[config.mk]
export PLATFORM = sky130hd
export DESIGN_NAME = dmem_arbiter
export DESIGN_NICKNAME = d
export VERILOG_FILES = /design/src/rtl/dmem_arbiter.sv
export SDC_FILE = /design/constraint.sdc
export NUM_CORES = 1
export LEC_CHECK = 0
export CORE_AREA = 2 2 134 136
export DETAILED_ROUTE_END_ITERATION = 8
export DIE_AREA = 0 0 136 138
export SETUP_SLACK_MARGIN = 0.1
export SLEW_MARGIN = 0
export SYNTH_ARGS = -nofsm -noshare
export SYNTH_HDL_FRONTEND = slang
export SYNTH_SLANG_ARGS = --single-unit
[constraint.sdc]
create_clock -name clock -period 1.2 [get_ports clock]
set_input_delay 0.24 -clock clock [delete_from_list [all_inputs] [get_ports clock]]
set_output_delay 0.24 -clock clock [all_outputs]
set_load 0.01 [all_outputs]
[src/rtl/dmem_arbiter.sv]
// dmem_arbiter: shares the single-port data memory between the MEM-stage CPU
// port and a debug/loader port.
// The grant and memory-port outputs are combinational, same cycle as the request.
// Read data returns one cycle after the grant.
// Optional macro DMEM_ARB_FAIR_EN: when defined, a wait counter gives the debug
// port priority after MAX_WAIT lost cycles. When undefined, the CPU always has
// priority.
module dmem_arbiter #(
    parameter int unsigned ADDR_W   = 10,
    parameter int unsigned DATA_W   = 32,
    parameter int unsigned MAX_WAIT = 4
) (
    input  logic              clock,
    input  logic              reset_n,
    input  logic              cpu_req,
    input  logic              cpu_we,
    input  logic [63:0]       cpu_addr,
    input  logic [DATA_W-1:0] cpu_wdata,
    output logic              cpu_gnt,
    output logic              cpu_stall,
    output logic              cpu_rvalid,
    output logic [DATA_W-1:0] cpu_rdata,
    input  logic              dbg_req,
    input  logic              dbg_we,
    input  logic [63:0]       dbg_addr,
    input  logic [DATA_W-1:0] dbg_wdata,
    output logic              dbg_gnt,
    output logic              dbg_rvalid,
    output logic [DATA_W-1:0] dbg_rdata,
    output logic              mem_en,
    output logic              mem_we,
    output logic [ADDR_W-1:0] mem_addr,
    output logic [DATA_W-1:0] mem_wdata,
    input  logic [DATA_W-1:0] mem_rdata,
    output logic              err_misaligned
);

    localparam int unsigned CNT_W = 4;

    logic              dbg_prio;
    logic              any_gnt;
    logic              sel_we;
    logic              sel_mis;
    logic [ADDR_W-1:0] sel_addr;
    logic [DATA_W-1:0] sel_wdata;
    logic              rd_pend;
    logic              rd_owner;   // 1 = debug port owns the pending read
    logic              rd_bad;
    logic              unused_addr_bits;

    // Upper address bits are ignored: addresses wrap modulo the memory size
    assign unused_addr_bits = ^{cpu_addr[63:ADDR_W+2], dbg_addr[63:ADDR_W+2]};

`ifdef DMEM_ARB_FAIR_EN
    localparam logic [CNT_W-1:0] WAIT_LIMIT = CNT_W'(MAX_WAIT);

    logic [CNT_W-1:0] wait_cnt;

    // Count cycles the debug port loses; clear when it wins
    always_ff @(posedge clock or negedge reset_n) begin
        if (!reset_n) begin
            wait_cnt <= '0;
        end else if (dbg_gnt) begin
            wait_cnt <= '0;
        end else if (dbg_req && (wait_cnt != WAIT_LIMIT)) begin
            wait_cnt <= wait_cnt + CNT_W'(1);
        end
    end

    assign dbg_prio = (wait_cnt == WAIT_LIMIT);
`else
    assign dbg_prio = 1'b0;
`endif

    // Arbitration and memory-port steering, all forced idle during reset
    always_comb begin
        cpu_gnt   = 1'b0;
        dbg_gnt   = 1'b0;
        sel_we    = 1'b0;
        sel_mis   = 1'b0;
        sel_addr  = '0;
        sel_wdata = '0;
        if (reset_n) begin
            if (cpu_req && !(dbg_req && dbg_prio)) begin
                cpu_gnt = 1'b1;
            end else if (dbg_req) begin
                dbg_gnt = 1'b1;
            end
        end
        if (cpu_gnt) begin
            sel_we    = cpu_we;
            sel_mis   = (cpu_addr[1:0] != 2'b00);
            sel_addr  = cpu_addr[ADDR_W+1:2];
            sel_wdata = cpu_wdata;
        end else if (dbg_gnt) begin
            sel_we    = dbg_we;
            sel_mis   = (dbg_addr[1:0] != 2'b00);
            sel_addr  = dbg_addr[ADDR_W+1:2];
            sel_wdata = dbg_wdata;
        end
    end

    assign any_gnt   = cpu_gnt | dbg_gnt;
    assign cpu_stall = cpu_req & ~cpu_gnt & reset_n;
    assign mem_en    = any_gnt & ~sel_mis;
    assign mem_we    = any_gnt & sel_we;
    assign mem_addr  = sel_addr;
    assign mem_wdata = sel_wdata;

    // Track the owner of a granted read so data can be routed next cycle
    always_ff @(posedge clock or negedge reset_n) begin
        if (!reset_n) begin
            rd_pend  <= 1'b0;
            rd_owner <= 1'b0;
            rd_bad   <= 1'b0;
        end else begin
            rd_pend  <= any_gnt & ~sel_we;
            rd_owner <= dbg_gnt;
            rd_bad   <= sel_mis;
        end
    end

    // Sticky misaligned-access flag
    always_ff @(posedge clock or negedge reset_n) begin
        if (!reset_n) begin
            err_misaligned <= 1'b0;
        end else if (any_gnt && sel_mis) begin
            err_misaligned <= 1'b1;
        end
    end

    assign cpu_rvalid = rd_pend & ~rd_owner;
    assign dbg_rvalid = rd_pend & rd_owner;
    assign cpu_rdata  = (cpu_rvalid && !rd_bad) ? mem_rdata : '0;
    assign dbg_rdata  = (dbg_rvalid && !rd_bad) ? mem_rdata : '0;

endmodule
==> flow_metrics.tcl <==
set metrics [dict create \
    netlist.top_cell.by_area "and2_1" \
    rsz0062_at_grt "true" \
    internal_power_uw 1370 \
    antenna_left 0 \
    status "finished with violations" \
    violations "negative setup slack" \
    yosysUniqueCellTypes 20 \
    crit_type "register to primary output" \
    num_io_pins 344 \
    synth-compound-area-share 0.353 \
    place_ws_ns -1.01 \
    viasPerCell 3.50 \
    drive_gt1_frac 0.566 \
    die-area_um2 18800 \
    critPathArrivalTime_ns 1.68 \
    drtIter0Drc 54 \
    nets 667 \
    core_area_um2 17500 \
    ys_top_cells_by_area "and2_1 35%, a22o_1 33%, dfrtp_1 8.7%" \
    avgSynthCellArea_um2 7.89 \
    ys_warn_count 0 \
    start_util 0.0657 \
    cts_made_buffers 3 \
    net-switching-power_uw 494 \
    numClockSinks 4 \
    pwr-share-clk 0.276 \
    maxSlewViolCount 0 \
    multi_input_area_um2 1090 \
    dr_total_vias 2326 \
    wl_per_cell_um 15.1 \
    ys_seq_elements 4 \
    period_share 1.60 \
    p_sw_frac 0.265 \
    synth_top_family_by_area "simple AND/OR/NAND/NOR gates" \
    cp_data_required_time_ns 0.96 \
    antenna_found_initial 1 \
    rows 49 \
    clkLatencyLatePin_ns 0.22 \
    numPortBuffers 238 \
    fin_ws_ns -0.717 \
    syn2layout_area_growth_pct 289 \
    grt_max_degree 33 \
    die_w_um 136 \
    synth_mux_area_frac 0 \
    ys_seq_area_frac 0.0869 \
    grt_pass1_wl_um 12800 \
    cts.htree.levels 1 \
    clk_pin_slew_ns 0.03 \
    min_period_ns 1.92 \
    drt_first_pass_iters 4 \
    p_total_uw 1870 \
    maxCapViolations 0 \
    finClkSkew_ns 0 \
    hold_class "primary input to register" \
    critPathLaunchType "register" \
    syn_inst 146 \
    yosys.area_share.simple 0.432 \
    grt_pass1_vias 2302 \
    seq_area_um2 100 \
    clock_path_buffers 2 \
    grt_overflow 0 \
    place_hpwl_um 6950 \
    crit_fanout 3 \
    hold_violations 0 \
    max_freq_mhz 522 \
    syn_nets 376 \
    fillers 1935 \
    postRouteWirelength_um 10100 \
    cts-root-buf "clkbuf_16" \
    cellLeakagePower_uw 0.00214 \
    grt_usage 0.0857 \
    place.gp.congestion 0.791 \
    synth_top_area_frac 0.353 \
    synth_xor_xnor_area_share 0 \
    end_kind "primary output" \
    pwr-share-seq 0.078 \
    p_comb_frac 0.646 \
    drc 0 \
    die_h_um 138 \
    synthAdderAreaFrac 0 \
    syn_area_um2 1150 \
    peakVddDrop_uv 447 \
    setup_viol 112 \
    cts_tree "done" \
    power_density_nw_per_um2 417 \
]
-- per-stage QoR --
| step | cells | instance area, um^2 | hold slack, ns | TNS (ns) | util |
|---|---|---|---|---|---|
| finish | 665 | 4480 | 0.270 | -43.66 | 0.255 |
| global route | 664 | 4480 | 0.278 | -48.03 | 0.255 |
| CTS | 644 | 4200 | 0.273 | -48.58 | 0.239 |
| detailed placement | 617 | 3960 | 0.524 | -80.88 | 0.226 |
| global placement | 617 | 3960 | 0.531 | -79.64 | 0.226 |
| floorplan | 146 | 1250 | -0.0556 | -0.552 | - |
-- cell type report --
cell class,count,area share
timing repair buffer,301,0.647
tap,229,0.0640
clock buffer,3,0.0168
sequential,4,0.0223
multi-input combinational,124,0.244
inverter,3,0.00587
antenna,1,0.000559
-- cell usage after synthesis --
library cell  number
and2_1            65
a22o_1            43
buf_6              8
clkbuf_2           6
dfrtp_1            4
inv_4              2
nor2_1             2
nor2b_1            2
nor3b_1            2
o21a_1             2
and3b_1            1
buf_4              1
conb_1             1
inv_1              1
nand2_2            1
nand3b_4           1
nor3b_2            1
nor4b_1            1
o221ai_1           1
o22ai_1            1
-- what timing repair did --
item	4_1_cts	5_1_grt
gates resized for setup	388	184
pin swaps	14	50
cloned	5	7
endpoints found under the hold margin	4	0
setup buffers	18	19
hold buffers	1	0
endpoints found under the setup margin	115	113
-- metal layers --
layer,global-route usage,wire (um),vias to the layer above
li1,-,-,1105
met1,0.0976,4070,1084
met2,0.148,4890,131
met3,0.0341,1020,6
met4,0.0225,85,0
met5,0,0,-
-- worst max-delay path: stages, from the launching register on --
cell	delay [ns]
dfrtp_1	0.40
nor3b_4	0.27
buf_6	0.15
buf_6	0.09
clkbuf_16	0.12
buf_8	0.10
buf_6	0.09
and2_4	0.13
buf_6	0.09
-- cell families (layout without fill, tap and decap cells) --
family	after synthesis	after routing
other	1	2
AO/OA/AOI/OAI	47	47
flip-flops	4	4
buffers and inverters	18	307
AND/OR/NAND/NOR	76	76
-- power groups by stage --
stage / clock [uW] / combinational (uW) / sequential [uW]
2_1_floorplan: 0 / 293 / 146
3_3_place_gp: 0 / 1040 / 147
3_5_place_dp: 0 / 1050 / 147
4_1_cts: 526 / 1080 / 146
5_1_grt: 539 / 1280 / 147
6_report: 515 / 1210 / 146
-- registers in the layout (all words and copies together) (netlist names) --
name            flops
rd_bad              1
err_misaligned      1
rd_pend             1
rd_owner            1
-- cell usage in the layout (no fill, tap or decap) --
cell	netlist	routed
nor4b_4	0	1
o21a_1	2	2
dfrtp_1	4	4
inv_8	0	2
diode_2	0	1
and2_1	65	8
o221ai_1	1	1
clkbuf_16	0	9
buf_12	0	8
nor2b_1	2	2
dlygate4sd2_1	0	5
buf_4	1	17
dlymetal6s2s_1	0	1
clkdlybuf4s50_1	0	115
buf_8	0	6
buf_2	0	68
and3b_2	0	1
nor3b_2	1	1
nand2_8	0	1
and2_4	0	57
clkbuf_2	6	6
clkdlybuf4s15_2	0	1
nor2_1	2	2
nor3b_4	0	1
a22o_1	43	43
inv_1	1	1
clkdlybuf4s15_1	0	1
conb_1	1	1
dlygate4sd3_1	0	1
buf_16	0	1
o22ai_1	1	1
nor3b_1	2	1
buf_6	8	65
nand3b_4	1	1
-- path summary, 6_finish.rpt --
path / startpoint / slack (ns) / endpoint / cells past startpoint
max reg2reg: err_misaligned / 0.51 / err_misaligned / 2
min in group asynchronous: reset_n / 0.47 / rd_owner / 3
min: reset_n / 0.27 / rd_pend / 2
min reg2reg: err_misaligned / 0.52 / err_misaligned / 2
max: rd_owner / -0.72 / cpu_rdata[4] / 8
max in group asynchronous: reset_n / 0.64 / rd_bad / 3
Note: power is estimated with default switching activity, not from simulation.
